[config.mk]
export PLATFORM = sky130hd
export DESIGN_NAME = mt9v034_i2c_master
export DESIGN_NICKNAME = d
export VERILOG_FILES = /design/src/rtl/mt9v034_i2c_master.sv
export SDC_FILE = /design/constraint.sdc
export NUM_CORES = 1
export LEC_CHECK = 0
export BUFFER_PORTS_ARGS = -buffer_cell sky130_fd_sc_hd__buf_2
export CAP_MARGIN = 20
export CELL_PAD_IN_SITES_DETAIL_PLACEMENT = 0
export CELL_PAD_IN_SITES_GLOBAL_PLACEMENT = 1
export CORE_UTILIZATION = 46
export CTS_BUF_LIST = sky130_fd_sc_hd__clkbuf_16
export DETAILED_ROUTE_END_ITERATION = 8
export PLACE_DENSITY_LB_ADDON = 0.25
export SYNTH_ARGS = -nofsm -noshare
export SYNTH_HDL_FRONTEND = slang
export SYNTH_SLANG_ARGS = --single-unit
[constraint.sdc]
create_clock -name clk -period 6.5 [get_ports clk]
set_input_delay 0.325 -clock clk [delete_from_list [all_inputs] [get_ports clk]]
set_output_delay 0.325 -clock clk [all_outputs]
set_load 0.005 [all_outputs]
[src/rtl/mt9v034_i2c_master.sv]
// rtl/mt9v034_i2c_master.sv - I2C register master for the MT9V034 serial interface
// Runs 16-bit register writes/reads on open-drain pad enables, paced by a quarter-period tick.
module mt9v034_i2c_master #(
  parameter int         CLK_DIV  = 120,
  parameter logic [6:0] DEV_ADDR = 7'h5C
) (
  input  logic        clk,
  input  logic        reset,
  input  logic        start,
  input  logic        rw,
  input  logic [7:0]  reg_addr,
  input  logic [15:0] wr_data,
  output logic        busy,
  output logic        done,
  output logic        ack_err,
  output logic [15:0] rd_data,
  output logic        scl_oe,
  output logic        sda_oe,
  input  logic        sda_i
);

  localparam int CW = (CLK_DIV > 1) ? $clog2(CLK_DIV) : 1;

  typedef enum logic [3:0] {
    S_IDLE, S_START, S_SEND_BYTE, S_GET_ACK, S_RESTART,
    S_RECV_BYTE, S_PUT_ACK, S_STOP, S_DONE
  } state_t;

  state_t      state_q, state_d;
  logic [CW-1:0] cnt_q, cnt_d;
  logic [1:0]  qtr_q, qtr_d;
  logic [2:0]  bit_q, bit_d;
  logic [2:0]  byte_q, byte_d;
  logic        rw_q, rw_d;
  logic [7:0]  reg_q, reg_d;
  logic [15:0] wdata_q, wdata_d;
  logic [7:0]  rx_q, rx_d;
  logic [7:0]  rx_hi_q, rx_hi_d;
  logic        busy_q, busy_d;
  logic        done_q, done_d;
  logic        ack_err_q, ack_err_d;
  logic [15:0] rd_data_q, rd_data_d;
  logic        scl_oe_q, scl_oe_d;
  logic        sda_oe_q, sda_oe_d;

  logic        run, tick, pull_sda;
  logic [7:0]  tx_byte;

  // Returns {scl_oe, sda_oe} for a phase quarter; pull is the SDA drive of bit phases.
  function automatic logic [1:0] bus_lines(input state_t st, input logic [1:0] qtr, input logic pull);
    logic [1:0] l;
    l = 2'b00;
    case (st)
      S_START:   l = (qtr == 2'd2) ? 2'b01 : (qtr == 2'd3) ? 2'b11 : 2'b00;
      S_RESTART: l = (qtr == 2'd0) ? 2'b10 : (qtr == 2'd1) ? 2'b00 : (qtr == 2'd2) ? 2'b01 : 2'b11;
      S_SEND_BYTE, S_GET_ACK, S_RECV_BYTE, S_PUT_ACK:
                 l = {(qtr == 2'd0) || (qtr == 2'd3), pull};
      S_STOP:    l = (qtr == 2'd0) ? 2'b11 : (qtr == 2'd3) ? 2'b00 : 2'b01;
      default:   l = 2'b00;
    endcase
    return l;
  endfunction

  always_comb begin
    state_d   = state_q;
    qtr_d     = qtr_q;
    bit_d     = bit_q;
    byte_d    = byte_q;
    rw_d      = rw_q;
    reg_d     = reg_q;
    wdata_d   = wdata_q;
    rx_d      = rx_q;
    rx_hi_d   = rx_hi_q;
    busy_d    = busy_q;
    done_d    = 1'b0;
    ack_err_d = ack_err_q;
    rd_data_d = rd_data_q;

    run   = busy_q && (state_q != S_DONE);
    tick  = (cnt_q == CW'(CLK_DIV - 1));
    cnt_d = (run && !tick) ? cnt_q + CW'(1) : '0;

    case (state_q)
      S_IDLE: begin
        if (start) begin
          rw_d      = rw;
          reg_d     = reg_addr;
          wdata_d   = wr_data;
          ack_err_d = 1'b0;
          busy_d    = 1'b1;
          state_d   = S_START;
          qtr_d     = 2'd0;
          bit_d     = 3'd0;
          byte_d    = 3'd0;
        end
      end
      S_DONE: begin
        if (rw_q && !ack_err_q) rd_data_d = {rx_hi_q, rx_q};
        busy_d  = 1'b0;
        state_d = S_IDLE;
      end
      default: begin
        if (run && tick) begin
          qtr_d = qtr_q + 2'd1;
          if (qtr_q == 2'd2) begin
            if (state_q == S_GET_ACK && sda_i) ack_err_d = 1'b1;
            if (state_q == S_RECV_BYTE) rx_d = {rx_q[6:0], sda_i};
          end
          if (qtr_q == 2'd3) begin
            case (state_q)
              S_START, S_RESTART: state_d = S_SEND_BYTE;
              S_SEND_BYTE: begin
                bit_d = bit_q + 3'd1;
                if (bit_q == 3'd7) state_d = S_GET_ACK;
              end
              S_RECV_BYTE: begin
                bit_d = bit_q + 3'd1;
                if (bit_q == 3'd7) state_d = S_PUT_ACK;
              end
              S_GET_ACK: begin
                byte_d = byte_q + 3'd1;
                if (ack_err_q)                    state_d = S_STOP;
                else if (!rw_q && byte_q == 3'd3) state_d = S_STOP;
                else if (rw_q && byte_q == 3'd1)  state_d = S_RESTART;
                else if (rw_q && byte_q == 3'd2)  state_d = S_RECV_BYTE;
                else                              state_d = S_SEND_BYTE;
              end
              S_PUT_ACK: begin
                byte_d = byte_q + 3'd1;
                if (byte_q == 3'd3) begin
                  rx_hi_d = rx_q;
                  state_d = S_RECV_BYTE;
                end else begin
                  state_d = S_STOP;
                end
              end
              S_STOP: begin
                state_d = S_DONE;
                done_d  = 1'b1;
              end
              default: state_d = S_IDLE;
            endcase
          end
        end
      end
    endcase

    // Byte 2 is the read address after a restart, otherwise the high write byte.
    case (byte_d)
      3'd0:    tx_byte = {DEV_ADDR, 1'b0};
      3'd1:    tx_byte = reg_q;
      3'd2:    tx_byte = rw_q ? {DEV_ADDR, 1'b1} : wdata_q[15:8];
      default: tx_byte = wdata_q[7:0];
    endcase

    case (state_d)
      S_SEND_BYTE: pull_sda = ~tx_byte[3'd7 - bit_d];
      S_PUT_ACK:   pull_sda = (byte_d == 3'd3);
      default:     pull_sda = 1'b0;
    endcase

    {scl_oe_d, sda_oe_d} = bus_lines(state_d, qtr_d, pull_sda);
  end

  always_ff @(posedge clk) begin
    if (reset) begin
      state_q   <= S_IDLE;
      cnt_q     <= '0;
      qtr_q     <= 2'd0;
      bit_q     <= 3'd0;
      byte_q    <= 3'd0;
      rw_q      <= 1'b0;
      reg_q     <= 8'h00;
      wdata_q   <= 16'h0000;
      rx_q      <= 8'h00;
      rx_hi_q   <= 8'h00;
      busy_q    <= 1'b0;
      done_q    <= 1'b0;
      ack_err_q <= 1'b0;
      rd_data_q <= 16'h0000;
      scl_oe_q  <= 1'b0;
      sda_oe_q  <= 1'b0;
    end else begin
      state_q   <= state_d;
      cnt_q     <= cnt_d;
      qtr_q     <= qtr_d;
      bit_q     <= bit_d;
      byte_q    <= byte_d;
      rw_q      <= rw_d;
      reg_q     <= reg_d;
      wdata_q   <= wdata_d;
      rx_q      <= rx_d;
      rx_hi_q   <= rx_hi_d;
      busy_q    <= busy_d;
      done_q    <= done_d;
      ack_err_q <= ack_err_d;
      rd_data_q <= rd_data_d;
      scl_oe_q  <= scl_oe_d;
      sda_oe_q  <= sda_oe_d;
    end
  end

  assign busy    = busy_q;
  assign done    = done_q;
  assign ack_err = ack_err_q;
  assign rd_data = rd_data_q;
  assign scl_oe  = scl_oe_q;
  assign sda_oe  = sda_oe_q;

endmodule

==> results of run 1 <==
-- through the flow --
stage | instances | hold slack (ns) | power, W
global placement | 596 | 0.432 | 0.000579
CTS | 612 | 0.218 | 0.00108
finish | 612 | 0.228 | 0.00107
floorplan | 465 | 0.418 | 0.000559
detailed placement | 596 | 0.439 | 0.000580
global route | 612 | 0.226 | 0.00111
-- per-layer routing --
| layer | share of wire [%] | global-route usage (%) | up-vias |
|---|---|---|---|
| met4 | 1.2 | 7.18 | 0 |
| met2 | 43 | 30.8 | 83 |
| met5 | 0 | 0 | - |
| met3 | 4.7 | 4.55 | 8 |
| li1 | - | - | 1683 |
| met1 | 52 | 31.8 | 1542 |
-- area by class of cell --
| class | count | area [sq um] | share of cell area [%] |
|---|---|---|---|
| clock buffers | 9 | 225 | 5.06 |
| clock inverters | 7 | 71.3 | 1.60 |
| inverters | 12 | 45.0 | 1.01 |
| multi-input cells | 346 | 2080 | 46.9 |
| flip-flops and latches | 81 | 1620 | 36.5 |
| well taps | 105 | 131 | 2.95 |
| repair buffers | 52 | 268 | 6.02 |
-- final timing paths --
kind | startpoint | endpoint | slack, ns | cells past startpoint
worst max-delay path | state_q[0] | sda_oe | 3.39 | 11
worst max register to register | state_q[0] | sda_oe | 3.39 | 11
worst min-delay path | wr_data[10] | wdata_q[10] | 0.23 | 3
worst min register to register | cnt_q[0] | cnt_q[0] | 0.45 | 1
-- power by group through the flow --
| stage | Sequential, W | Combinational [W] | Clock, W |
|---|---|---|---|
| floorplan | 0.000523 | 0.0000361 | 0 |
| global placement | 0.000528 | 0.0000514 | 0 |
| detailed placement | 0.000528 | 0.0000524 | 0 |
| CTS | 0.000517 | 0.0000526 | 0.000512 |
| global route | 0.000518 | 0.0000583 | 0.000533 |
| finish | 0.000517 | 0.0000522 | 0.000502 |
-- cell usage after synthesis (all sizes together), types with 3 or more instances --
| cell | instances | area (sq um) |
|---|---|---|
| or2 | 4 | 25.0 |
| xnor2 | 6 | 52.6 |
| nand3 | 7 | 35.0 |
| clkbuf | 21 | 78.8 |
| inv | 12 | 45.0 |
| or4 | 3 | 22.5 |
| nand2 | 90 | 338 |
| o32ai | 3 | 33.8 |
| a21oi | 53 | 265 |
| nand3b | 4 | 30.0 |
| dfxtp | 81 | 1620 |
| nand4 | 3 | 25.0 |
| o21ai | 15 | 75.1 |
| o211ai | 3 | 22.5 |
| nor2 | 53 | 199 |
| nand2b | 6 | 37.5 |
| mux2 | 4 | 52.6 |
| buf | 5 | 33.8 |
| mux2i | 26 | 277 |
| nor3b | 4 | 30.0 |
| nor3 | 12 | 75.1 |
| ha | 14 | 175 |
| and2 | 3 | 18.8 |
-- flip-flops by register name, indices dropped and copies added (netlist names) --
register  count
rd_data      16
wdata_q      16
reg_q         8
rx_hi_q       8
rx_q          8
cnt_q         7
state_q       4
bit_q         3
byte_q        3
qtr_q         2
ack_err       1
busy          1
done          1
rw_q          1
scl_oe        1
sda_oe        1
-- kinds of logic (layout without fill, tap and decap cells) --
| family | after synthesis | in the layout |
|---|---|---|
| compound gates | 99 | 99 |
| xor+xnor | 7 | 7 |
| fa+ha+maj | 14 | 14 |
| buf+inv | 38 | 80 |
| flops | 81 | 81 |
| mux | 30 | 30 |
| simple gates | 196 | 196 |
-- worst reg2reg max path: stages (launching register included) --
cell and delay [ns]:
dfxtp_1 0.48, or4b_1 0.69, nor2_2 0.12, buf_4 0.31, nor3_1 0.10, a21oi_1 0.30, inv_1 0.14, ha_1 0.23
or2_2 0.29, mux2i_1 0.14, a22oi_1 0.11, o32ai_2 0.13
==> flow_summary.yaml, run 1 <==
sta:
  rsz0062_at_grt: "false"
  setup_ws_ns: 3.39
  min_period_ns: 3.11
  slew_viol_final: 0
  relSlewSlack_pct: 41.7
  final-hold-violation-count: 0
  finalSetupTns_ns: 0
  max_freq_mhz: 321
  finalSetupViolations: 0
  tightest_slew_ns: 0.870
  fin_skew_ns: 0.00816
  period_share_pct: 47.9
yosys:
  synthFlopType: "dfxtp_1"
  synthesis.area_sq_um: 3860
  syn_inst: 465
  synth-xor-area-share_pct: 1.59
  synth_warnings: 0
  synth-edff-count: 0
  synth_compound_area_share_pct: 16.3
  synthSimpleGateAreaFrac_pct: 22.9
  synth.area.mux_share_pct: 8.52
  synthArstFlopShare_pct: 0
  synth_top_family_by_area: "simple AND/OR/NAND/NOR gates"
  ys_ff_latch: 81
  synth_fa_ha_area_share_pct: 4.54
  seq_area_frac_synth_pct: 42.0
  syn-num-nets: 508
  synth_cell_types: 56
  synth.avg_cell_area_sq_um: 8.30
setup_path:
  crit_buf_inv: 2
  endpoint_kind: "register"
  cpMaxStageDelayCell: "or4b_1"
  path_cells: "or4b_1, nor2_2, buf_4, nor3_1, a21oi_1, inv_1, ha_1, or2_2, mux2i_1, a22oi_1, o32ai_2"
  cpLargestDelayFamily: "simple AND/OR/NAND/NOR gates"
  critPathMaxStageDelay_ns: 0.69
  cp.arrival_ns: 3.36
  crit_fanout: 30
  cp.required_ns: 6.74
  startpoint_type: "register"
  crit_type: "register to register"
power:
  comb_power_share_pct: 4.9
  p_switching_w: 0.000247
  powerDensity_nw_per_um2: 241
  ir_worst_vdd_uv: 133
  switching_share_pct: 23.1
  p_int_w: 0.000824
  clkPwrFrac_pct: 46.9
  p_leak_nw: 1.79
  p_seq_share_pct: 48.3
clocking:
  root_buffer: "clkbuf_16"
  clkLatencyLatePin_ns: 0.33
  clockBufferDepth: 2
  post_cts.repair.setup_buffers: 0
  numClockSinks: 81
  path_clk_slew_ns: 0.06
  cts_max_level: 3
  ctsResizeCount: 0
  cts_buffers: 9
  ctsHoldBuffers: 0
  cts_tree: "built"
finish:
  drive_gt1_share_pct: 16.8
  final_common_cell: "nand2_1"
  nets: 545
  n_fill_cell: 801
  fin_area_sq_um: 4450
  layout_common_cells: "90 x nand2_1, 81 x dfxtp_1, 53 x a21oi_1, 52 x nor2_1, 49 x buf_2"
  antenna_cells: 0
  area_delta_synth_final_pct: 15.2
  post-route-util_pct: 54.4
floorplan:
  row_count: 33
  die_w_microns: 93.6
  core-area_sq_um: 8180
  start_util_pct: 47.2
  fp.dieH_microns: 93.6
  io_pins: 50
  dieArea_sq_um: 8760
status:
  outcome: "finished, final reports clean"
grt:
  grt_max_degree: 75
  antenna_found_initial: 0
  grt-ovfl-total: 0
  grt_usage_pct: 21.5
  grt_pass1_vias: 2902
  grt_pass1_wl_microns: 14600
hold_path:
  hold_class: "primary input to register"
route:
  routed-via-count: 3316
  drt.antenna.violating_nets: 0
  first_pass_iters: 5
  wl_per_cell_microns: 14.5
  drt_iter0_markers: 173
  drc: 0
  vias_per_cell: 5.42
  postRouteWirelength_microns: 8880
job:
  drv_cap: 0
placement:
  placed_area_sq_um: 4150
  gp_congestion: 0.944
  dp_hpwl_microns: 6020
  io_buffer_count: 49
  place_ws_ns: 3.42
Note: power is estimated with default switching activity, not from simulation.
==> run 2, diff against run 1 <==
--- a/config.mk
+++ b/config.mk
@@ -9,7 +9,7 @@
 export CAP_MARGIN = 20
 export CELL_PAD_IN_SITES_DETAIL_PLACEMENT = 0
 export CELL_PAD_IN_SITES_GLOBAL_PLACEMENT = 1
-export CORE_UTILIZATION = 46
+export CORE_UTILIZATION = 43
 export CTS_BUF_LIST = sky130_fd_sc_hd__clkbuf_16
 export DETAILED_ROUTE_END_ITERATION = 8
 export PLACE_DENSITY_LB_ADDON = 0.25
==> constraint.sdc (replaced) <==
create_clock -name clk -period 3 [get_ports clk]
set_input_delay 0.15 -clock clk [delete_from_list [all_inputs] [get_ports clk]]
set_output_delay 0.15 -clock clk [all_outputs]
set_load 0.005 [all_outputs]
==> flow_summary.yaml, run 2 (synthesis gave the netlist of run 1 again) <==
grt:
  grt_pass1_wl_microns: 15600
  grt_pass1_vias: 3190
  grt_usage_pct: 20.4
  antenna_found_initial: 0
  grt_max_degree: 74
  grt-ovfl-total: 0
setup_path:
  crit_type: "register to register"
  crit_fanout: 13
  setup.worst_path.start: "cnt_q[0]"
  worst_r2r_startpoint: "cnt_q[0]"
  cp.required_ns: 3.25
  startpoint_type: "register"
  cp.arrival_ns: 3.07
  endpoint_kind: "register"
sta:
  period_share_pct: 94.0
  final-hold-violation-count: 0
  slew_viol_final: 0
  max_freq_mhz: 355
  finalSetupViolations: 0
  tightest_slew_ns: 0.808
  rsz0062_at_grt: "false"
  finalSetupTns_ns: 0
  fin_skew_ns: 0.0115
  relSlewSlack_pct: 45.3
  min_period_ns: 2.82
clocking:
  cts_tree: "built"
  post_cts.repair.setup_buffers: 0
  cts_max_level: 3
  clockBufferDepth: 2
  numClockSinks: 81
  root_buffer: "clkbuf_16"
  ctsHoldBuffers: 0
  path_clk_slew_ns: 0.07
  cts_buffers: 9
  clkLatencyLatePin_ns: 0.34
route:
  drt.antenna.violating_nets: 0
  routed-via-count: 3342
  wl_per_cell_microns: 14.4
  drt_iter0_markers: 121
  drc: 0
  vias_per_cell: 5.32
  first_pass_iters: 5
  postRouteWirelength_microns: 9070
finish:
  final_common_cell: "nand2_1"
  layout_common_cells: "90 x nand2_1, 80 x dfxtp_1, 53 x a21oi_1, 51 x nor2_1, 49 x buf_2"
  area_delta_synth_final_pct: 19.3
  nets: 559
  multi_input_area_sq_um: 2120
  seq_area_sq_um: 1620
  drive_gt1_share_pct: 20.0
  antenna_cells: 0
  n_fill_cell: 822
floorplan:
  core-area_sq_um: 8720
  die_w_microns: 96.8
  dieArea_sq_um: 9360
  row_count: 34
  io_pins: 50
  fp.dieH_microns: 96.8
  start_util_pct: 44.3
power:
  ir_worst_vdd_uv: 403
  comb_power_share_pct: 5.0
  power_w: 0.00241
  p_leak_nw: 1.87
  p_seq_share_pct: 46.3
  switching_share_pct: 22.3
  clkPwrFrac_pct: 48.7
  p_int_w: 0.00187
  powerDensity_nw_per_um2: 523
  p_switching_w: 0.000539
placement:
  gp_congestion: 0.826
  dp_hpwl_microns: 6320
  io_buffer_count: 49
status:
  outcome: "finished, final reports clean"
hold_path:
  hp-start: "reg_addr[3]"
  hold_class: "primary input to register"
job:
  drv_cap: 0
## run 2: power by group through the flow
stage / clock network, W / registers, W / logic [W]
detailed placement: 0 / 0.00114 / 0.000121
finish: 0.00118 / 0.00112 / 0.000120
global route: 0.00125 / 0.00112 / 0.000137
floorplan: 0 / 0.00113 / 0.0000781
global placement: 0 / 0.00114 / 0.000120
CTS: 0.00120 / 0.00112 / 0.000121
## run 2: through the flow
stage                     instance area, sq um  cells  hold WS (ns)  worst slack, ns  util, %
after CTS                                 4570    628        0.0351            0.177     52.5
after global routing                      4610    628        0.0458          0.00777     52.8
after floorplan                           3860    465         0.286            0.156        -
final                                     4610    628        0.0426            0.179     52.8
after global placement                    4260    613         0.390            0.191     48.8
after detailed placement                  4260    613         0.396            0.202     48.8
## run 2: final timing paths
| check | endpoint | slack (ns) | cells past startpoint |
|---|---|---|---|
| max | sda_oe | 0.18 | 9 |
| min | reg_q[3] | 0.04 | 3 |
| max reg2reg | sda_oe | 0.18 | 9 |
| min reg2reg | cnt_q[0] | 0.45 | 1 |
## run 2: layer usage
layer	routed length, microns	global-route usage, %	vias to the layer above
met5	0	0	-
li1	-	-	1699
met4	149	7.92	0
met3	389	4.70	12
met2	4070	30.9	78
met1	4470	28.3	1553
## run 2: timing repair
| item | in CTS | in global routing |
|---|---|---|
| hold endpoints to repair | 0 | 0 |
| setup endpoints to repair | 0 | 1 |
| gates resized for setup | 0 | 7 |
## run 2: area by class of cell
cell class                 instances  area share, %
inverter                          12          0.977
clock buffer                       9           4.89
sequential                        81           35.2
clock inverter                     6           1.95
multi-input combinational        346           45.9
timing repair buffer              66           8.09
tap                              108           2.93
## run 2: critical path, cell delays in order (launching register included)
cell,delay (ns)
dfxtp_1,0.35
ha_1,0.25
nand4_4,0.17
or4_1,0.55
buf_4,0.22
mux2_4,0.34
or4_1,0.48
a21oi_1,0.16
a22oi_1,0.09
o32ai_2,0.12
